<file path="src/rtl/instr_fetch_queue.sv">
// i281 fetch front-end: drives the PC load port, issues ROM reads and buffers returns in a DEPTH-entry queue.
// Optional build macro IFQ_STATS_EN adds saturating Fetch_Count / Flush_Count outputs.
module instr_fetch_queue #(
    parameter int N     = 6,
    parameter int W     = 16,
    parameter int DEPTH = 2
) (
    input  logic         Clock,
    input  logic         Reset,
    input  logic [N-1:0] PC_Output,
    output logic [N-1:0] PC_Input,
    output logic         Control,
    output logic [N-1:0] IMem_Addr,
    output logic         IMem_En,
    input  logic [W-1:0] IMem_Data,
    input  logic         Redirect_Valid,
    input  logic [N-1:0] Redirect_Target,
    output logic         Instr_Valid,
    input  logic         Instr_Ready,
    output logic [W-1:0] Instr_Data,
    output logic [N-1:0] Instr_PC
`ifdef IFQ_STATS_EN
    ,
    output logic [7:0]   Fetch_Count,
    output logic [7:0]   Flush_Count
`endif
);

    localparam int PW = (DEPTH > 1) ? $clog2(DEPTH) : 1;
    localparam int CW = $clog2(DEPTH + 1);
    localparam int OW = CW + 1;

    logic [W-1:0]  data_reg [DEPTH];
    logic [N-1:0]  pc_reg   [DEPTH];
    logic [PW-1:0] rd_ptr_reg;
    logic [PW-1:0] wr_ptr_reg;
    logic [CW-1:0] count_reg;
    logic          inflight_reg;
    logic [N-1:0]  inflight_pc_reg;

    logic          deq;
    logic          enq;
    logic          issue;
    logic [OW-1:0] occupancy;

    function automatic logic [PW-1:0] ptr_inc(input logic [PW-1:0] p);
        if (p == PW'(DEPTH - 1))
            return '0;
        else
            return p + PW'(1);
    endfunction

    assign Instr_Valid = (count_reg != '0) & ~Redirect_Valid;
    assign Instr_Data  = data_reg[rd_ptr_reg];
    assign Instr_PC    = pc_reg[rd_ptr_reg];
    assign deq         = Instr_Valid & Instr_Ready;
    assign enq         = inflight_reg & ~Redirect_Valid;

    // Entries already held or on their way, less the one leaving this cycle.
    assign occupancy = OW'(count_reg) + OW'(inflight_reg) - OW'(deq);
    assign issue     = ~Reset & ~Redirect_Valid & (occupancy < OW'(DEPTH));

    assign IMem_Addr = PC_Output;
    assign IMem_En   = issue;

    always_comb begin
        Control  = 1'b0;
        PC_Input = PC_Output;
        if (!Reset) begin
            if (Redirect_Valid) begin
                Control  = 1'b1;
                PC_Input = Redirect_Target;
            end else if (issue) begin
                Control  = 1'b1;
                PC_Input = PC_Output + N'(1);
            end
        end
    end

    always_ff @(posedge Clock or posedge Reset) begin
        if (Reset) begin
            rd_ptr_reg      <= '0;
            wr_ptr_reg      <= '0;
            count_reg       <= '0;
            inflight_reg    <= 1'b0;
            inflight_pc_reg <= '0;
        end else if (Redirect_Valid) begin
            rd_ptr_reg   <= '0;
            wr_ptr_reg   <= '0;
            count_reg    <= '0;
            inflight_reg <= 1'b0;
        end else begin
            if (enq)
                wr_ptr_reg <= ptr_inc(wr_ptr_reg);
            if (deq)
                rd_ptr_reg <= ptr_inc(rd_ptr_reg);
            case ({enq, deq})
                2'b10:   count_reg <= count_reg + CW'(1);
                2'b01:   count_reg <= count_reg - CW'(1);
                default: count_reg <= count_reg;
            endcase
            inflight_reg <= issue;
            if (issue)
                inflight_pc_reg <= PC_Output;
        end
    end

    // Payload storage needs no reset; validity is tracked by count_reg.
    for (genvar gi = 0; gi < DEPTH; gi++) begin : g_entry
        always_ff @(posedge Clock) begin
            if (enq && (wr_ptr_reg == PW'(gi))) begin
                data_reg[gi] <= IMem_Data;
                pc_reg[gi]   <= inflight_pc_reg;
            end
        end
    end

    always_ff @(posedge Clock) begin
        if (!Reset)
            assert (!(inflight_reg && (count_reg == CW'(DEPTH))));
    end

`ifdef IFQ_STATS_EN
    logic [7:0] fetch_count_reg;
    logic [7:0] flush_count_reg;

    always_ff @(posedge Clock or posedge Reset) begin
        if (Reset) begin
            fetch_count_reg <= '0;
            flush_count_reg <= '0;
        end else begin
            if (IMem_En && (fetch_count_reg != 8'hFF))
                fetch_count_reg <= fetch_count_reg + 8'd1;
            if (Redirect_Valid && (flush_count_reg != 8'hFF))
                flush_count_reg <= flush_count_reg + 8'd1;
        end
    end

    assign Fetch_Count = fetch_count_reg;
    assign Flush_Count = flush_count_reg;
`endif

endmodule

</file>
<file path="config.mk">
export PLATFORM = sky130hd
export DESIGN_NAME = instr_fetch_queue
export DESIGN_NICKNAME = d
export VERILOG_FILES = /design/src/rtl/instr_fetch_queue.sv
export SDC_FILE = /design/constraint.sdc
export NUM_CORES = 1
export LEC_CHECK = 0
export CAP_MARGIN = 20
export CORE_MARGIN = 1.5
export CORE_UTILIZATION = 43
export CTS_CLUSTER_DIAMETER = 200
export DETAILED_ROUTE_END_ITERATION = 8
export PLACE_DENSITY = 0.76
export SKIP_CTS_REPAIR_TIMING = 1
export SLEW_MARGIN = 20
export SYNTH_ARGS = -nofsm -noshare
export SYNTH_HDL_FRONTEND = slang
export SYNTH_SLANG_ARGS = --single-unit
</file>
<file path="constraint.sdc">
create_clock -name Clock -period 5.05 [get_ports Clock]
set_input_delay 1.515 -clock Clock [delete_from_list [all_inputs] [get_ports Clock]]
set_output_delay 1.515 -clock Clock [all_outputs]
set_load 0.01 [all_outputs]
</file>
== Word level (Yosys, flattened, before mapping) ==
Memories as Yosys holds them, arrays and structs flattened.
Cells that the tools add are included.
Storage, ports and cells
  bits in writable memories: 44
  logic and storage cells: 59
  register bits: 11
  memories: 2
Cells by class
  reductions and logical operators: 9
  bitwise logic cells: 8
  multiplexer cells: 25
  add/subtract/negate cells: 7
  eq/ne operators: 2
  $lt $le $gt $ge: 1
Memories
  data_reg: depth 2, width 16, read ports 1, clocked after memory_dff 0, write ports 1, RTL line 33  | logic [W-1:0] data_reg [DEPTH];
  pc_reg: depth 2, width 6, read ports 1, clocked after memory_dff 0, write ports 1, RTL line 34  | logic [N-1:0] pc_reg [DEPTH];
Operator list (count)
  $mux W6: 4
  $mux W1: 18
  $mux W16: 1
  $reduce_or A16 Y1: 1
  $add A6 B1 Y6 const B: 1
  $reduce_bool A2 Y1: 3
  $reduce_or A6 Y1: 1
  $and A1 B1 Y1: 5
  $pmux W2 S2: 1
  $add A2 B1 Y3: 1
  $lt A3 B2 Y1 const B: 1
  $not A1 Y1: 3
  $reduce_bool A3 Y1: 1
  $sub A3 B1 Y3: 1
  $add A1 B1 Y1 const B: 2
  $add A2 B1 Y2 const B: 1
  $eq A2 B1 Y1 const B: 1
  $eq A2 B2 Y1 const B: 1
  $logic_and A1 B1 Y1: 2
  $mux W2: 1
  $reduce_and A2 Y1: 1
  $sub A2 B1 Y2 const B: 1

== Depth between registers and ports, before layout ==
Gate-level depths: netlist of run 1.
  word-level depth: 9
  gate-level depth with buffers: 10
  mapped depth without buffers: 8

== Worst setup path before layout of run 1 ==
Ideal clock, no wire load.
  kind: in2out
  from: input Redirect_Valid
  to: output PC_Input[5]
  required time: 3535 ps
  path slack: -100 ps
  arrival time: 3635 ps
  stages: 9
  path through: buf_2 o21ba_2 and2_1 ha_1 nand2b_1 fa_1 clkbuf_1 nand4_1 a221oi_2
Between the ends
  word-level cells in the longest chain between the ends: 9
  elaborated cells between the ends (all ways): 10
RTL lines
  start, declared: RTL line 16  | input logic Redirect_Valid,
  $not A1 Y1 (no line)
  $and A1 B1 Y1: RTL line 53  | assign Instr_Valid = (count_reg != '0) & ~Redirect_Valid;
  named net Instr_Valid: RTL line 18  | output logic Instr_Valid,
  $and A1 B1 Y1: RTL line 56  | assign deq = Instr_Valid & Instr_Ready;
  $sub A3 B1 Y3: RTL line 60  | assign occupancy = OW'(count_reg) + OW'(inflight_reg) - OW'(deq);
  $lt A3 B2 Y1: RTL line 61  | assign issue = ~Reset & ~Redirect_Valid & (occupancy < OW'(DEPTH));
  $and A1 B1 Y1: RTL line 61
  $mux W6: RTL line 73  | end else if (issue) begin
  $mux W6: RTL line 70  | if (Redirect_Valid) begin
  $mux W6: RTL line 69  | if (!Reset) begin
  end, declared: RTL line 11  | output logic [N-1:0] PC_Input,
The timed path passes the listed nets, and every way through them passes these cells.

== Worst setup path after layout of run 1 ==
  from: input Redirect_Valid
  to: output PC_Input[1]
Between the ends
  word-level cells in the longest chain between the ends: 9
  elaborated cells between the ends (all ways): 10
RTL lines (RTL line)
  $not A1 Y1 (no line)
  $and A1 B1 Y1: 53
  $and A1 B1 Y1: 56
  $sub A3 B1 Y3: 60
  $lt A3 B2 Y1: 61
  $and A1 B1 Y1: 61
  $mux W6: 73
  $mux W6 *: 70
  $mux W6 *: 69
Every way passes the cells marked *; elsewhere a longest branch is shown, timed or not.

==> run_results.csv, run 1 <==
group,metric,value,unit
final_layout,final_area,3470,um2
clock_network,cts_tree,"done",
power_and_ir_drop,ir_worst_vdd,0.106,mV
clock_network,cts.htree.levels,2,
floorplan,rows,27,
placed_design,place_congestion,0.755,
detailed_routing,vias,1633,
timing,fin_crit_sh,101,%
worst_setup_path,max_stage_delay,400,ps
timing,grt_setup_unrepaired,"yes",
detailed_routing,antenna_left,0,
final_layout,drive_gt1_share,29.6,%
worst_setup_path,path_buf_inv,3,
final_layout,final_cells,322,
worst_setup_path,worstPathArrival,3590,ps
final_layout,finalNetCount,284,
power_and_ir_drop,p_leak,1.30,nW
yosys,synth_nets,205,
power_and_ir_drop,clkPwrFrac,24.6,%
detailed_routing,drtIter0Drc,60,
yosys,muxShareOfSynthArea,14.0,%
final_layout,syn_to_final_growth,38.9,%
timing,period_needed,5110,ps
timing,final_hold_viol_count,0,
yosys,netlist_instances,170,
worst_setup_path,startpoint_type,"primary input",
yosys,ys_seq_elements,55,
flow_run,maxCapViolations,0,
grt,grt_max_degree,24,
grt,grt_pass1_wl,7440,um
yosys,seq_area_frac_synth,63.9,%
yosys,yosys_warnings,0,
timing,tightest_slew,1010,ps
floorplan,ios,69,
timing,maxSlewHeadroom,32.5,%
timing,finalSetupViolations,1,
placed_design,dp_hpwl,3340,um
floorplan,fp.dieW,79.2,um
yosys,synthSimpleGateAreaFrac,8.31,%
power_and_ir_drop,power,0.914,mW
floorplan,die_area,6280,um2
worst_setup_path,slowest_stage,"fa_2",
placed_design,place_inst,311,
worst_setup_path,r2r_slack,2300,ps
worst_setup_path,required,3540,ps
placed_design,dpl_cell_area,3330,um2
power_and_ir_drop,p_sw,0.206,mW
grt,gr-usage-all-layers,15.7,%
detailed_routing,wl_per_cell,14.6,um
worst_setup_path,worstSetupPathType,"in -> out",
run_status,status,"finished, violations left",
yosys,yosys.area_share.adder,1.80,%
clock_network,cts.path.max_buffers,2,
worst_setup_path,path_max_fanout,5,
floorplan,die_height,79.2,um
floorplan,start_util,44.8,%
final_layout,layout_common_cells,"58 x clkdlybuf4s50_1, 44 x edfxtp_1, 23 x mux2_2",
detailed_routing,routed_wl,4710,um
clock_network,clk_pin_slew,80,ps
power_and_ir_drop,p_comb_share,17.2,%
timing,fmax,196,MHz
timing,slew_viol_final,0,
yosys,avgSynthCellArea,14.7,um2
clock_network,clk_latency,300,ps
yosys,synthesis.area,2500,um2
worst_setup_path,crit_family,"adder cells",
final_layout,diodes,0,
timing,postLayoutSetupSlackWorst,-56.3,ps
detailed_routing,route.detailed.drc,0,
worst_setup_path,crit_chain,"buf_6, o21ba_4, and2_4, ha_4, nand2b_4, fa_2, xnor2_4, buf_6, and2_4, o311ai_2, buf_2",
yosys,synth_xor_area_share,0.701,%
detailed_routing,viasPerCell,5.07,
worst_setup_path,crit_path_end_kind,"primary output",
run_status,violations,"setup timing",
yosys,synth_compound_area_share,6.21,%
yosys,ys_types,35,
power_and_ir_drop,p_sw_share,22.6,%
final_layout,largest_reg_flops,32,
clock_network,clock_sinks,55,
worst_hold_path,worst_hold_path_type,"reg -> reg",
final_layout,final_common_cell,"clkdlybuf4s50_1",
placed_design,portBuffers,68,
detailed_routing,drt_first_pass_iters,4,
grt,gr-total-overflow,0,
grt,antenna_found_initial,0,
power_and_ir_drop,power_frac_seq,58.3,%
yosys,synth_top_family_by_area,"multiplexers",
grt,grt_pass1_vias,1628,
clock_network,root_buffer,"clkbuf_8",
final_layout,fin_util,62.3,%
floorplan,coreArea,5570,um2
clock_network,cts_buffers,5,
power_and_ir_drop,cellPowerDensity,263,nW/um2
timing,fin_skew,7.71,ps
power_and_ir_drop,intPower,0.707,mW
==> per-stage QoR <==
| step | setup WS [ps] | hold WS [ps] | setup TNS (ps) |
|---|---|---|---|
| after global routing | -134 | 509 | -263 |
| after detailed placement | -881 | 467 | -6380 |
| after floorplan | 10.1 | 442 | 0 |
| final | -56.3 | 478 | -56.3 |
| after global placement | -845 | 457 | -6090 |
| after CTS | -893 | 484 | -6490 |
==> worst paths after layout <==
path | cells past startpoint | startpoint | to
setup / recovery | 11 | Redirect_Valid | PC_Input[1]
hold / removal | 0 | inflight_pc_reg[4]$_DFFE_PP0P_ | pc_reg[1][4]$_DFFE_PP_
setup reg to reg | 9 | count_reg[1]$_DFFE_PP0P_ | inflight_pc_reg[5]$_DFFE_PP0P_
hold reg to reg | 0 | inflight_pc_reg[4]$_DFFE_PP0P_ | pc_reg[1][4]$_DFFE_PP_
max in group asynchronous | 3 | Reset | inflight_pc_reg[2]$_DFFE_PP0P_
min in group asynchronous | 3 | Reset | inflight_pc_reg[0]$_DFFE_PP0P_
==> cells in the mapped netlist (all sizes together) <==
library cell   n  area share (%)
and3b          1            0.40
a311o          3             1.2
edfxtp        44              53
o311ai         2            0.70
nor2           5            0.75
o21ai          2            0.40
and3           4             1.0
xnor2          2            0.70
a221oi         1            0.60
a22oi          5             1.5
nand2b         1            0.25
inv           10             1.5
nor3           7             1.4
nand4          5             1.3
o21ba          1            0.40
ha             2             1.0
o21a           1            0.30
mux2          29              14
a21oi          2            0.40
nand2          1            0.15
fa             1            0.80
nor3b          2            0.60
dfrtp         11              11
nor2b          2            0.50
clkbuf         3            0.45
buf           12             3.2
and2           3            0.80
a22o           1            0.35
a2111oi        1            0.35
nand3          6             1.2
==> area by class of cell <==
cell class	count	area, um2
Clock buffer	5	68.8
Clock inverter	3	15.0
Fill cell	449	2100
Inverter	10	37.5
Multi-Input combinational cell	90	851
Sequential cell	55	1600
Tap cell	72	90.1
Timing Repair Buffer	87	813
==> power groups by stage <==
stage | sequential [mW] | combinational [mW] | clock (mW)
floorplan | 0.535 | 0.0803 | 0
global placement | 0.540 | 0.154 | 0
detailed placement | 0.543 | 0.156 | 0
CTS | 0.533 | 0.157 | 0.230
global route | 0.536 | 0.170 | 0.251
finish | 0.532 | 0.157 | 0.225
==> logic make-up (layout without fill, tap and decap cells) <==
logic type	Yosys count	after routing
compound gates	19	19
simple gates	37	37
buf+inv	25	105
xor+xnor	2	2
fa+ha+maj	3	3
flops	55	55
mux	29	29
==> routing by layer <==
metal	share of wire (%)	vias to the layer above	GRT usage [%]	wire length, um
met5	0	-	0	0
met4	1.2	0	4.74	58
met3	8.1	7	5.86	382
met2	48	62	26.7	2240
met1	43	771	18.5	2030
li1	-	793	-	-
No activity file was read; power rests on OpenSTA's default activity.
==> run 2: changes to the inputs <==
--- a/config.mk
+++ b/config.mk
@@ -10,6 +10,7 @@
 export CORE_UTILIZATION = 43
 export CTS_CLUSTER_DIAMETER = 200
 export DETAILED_ROUTE_END_ITERATION = 8
+export GPL_ROUTABILITY_DRIVEN = 0
 export PLACE_DENSITY = 0.76
 export SKIP_CTS_REPAIR_TIMING = 1
 export SLEW_MARGIN = 20
==> results of run 2 <==
The final DEF is identical to that of run 1; final timing and power are the same.
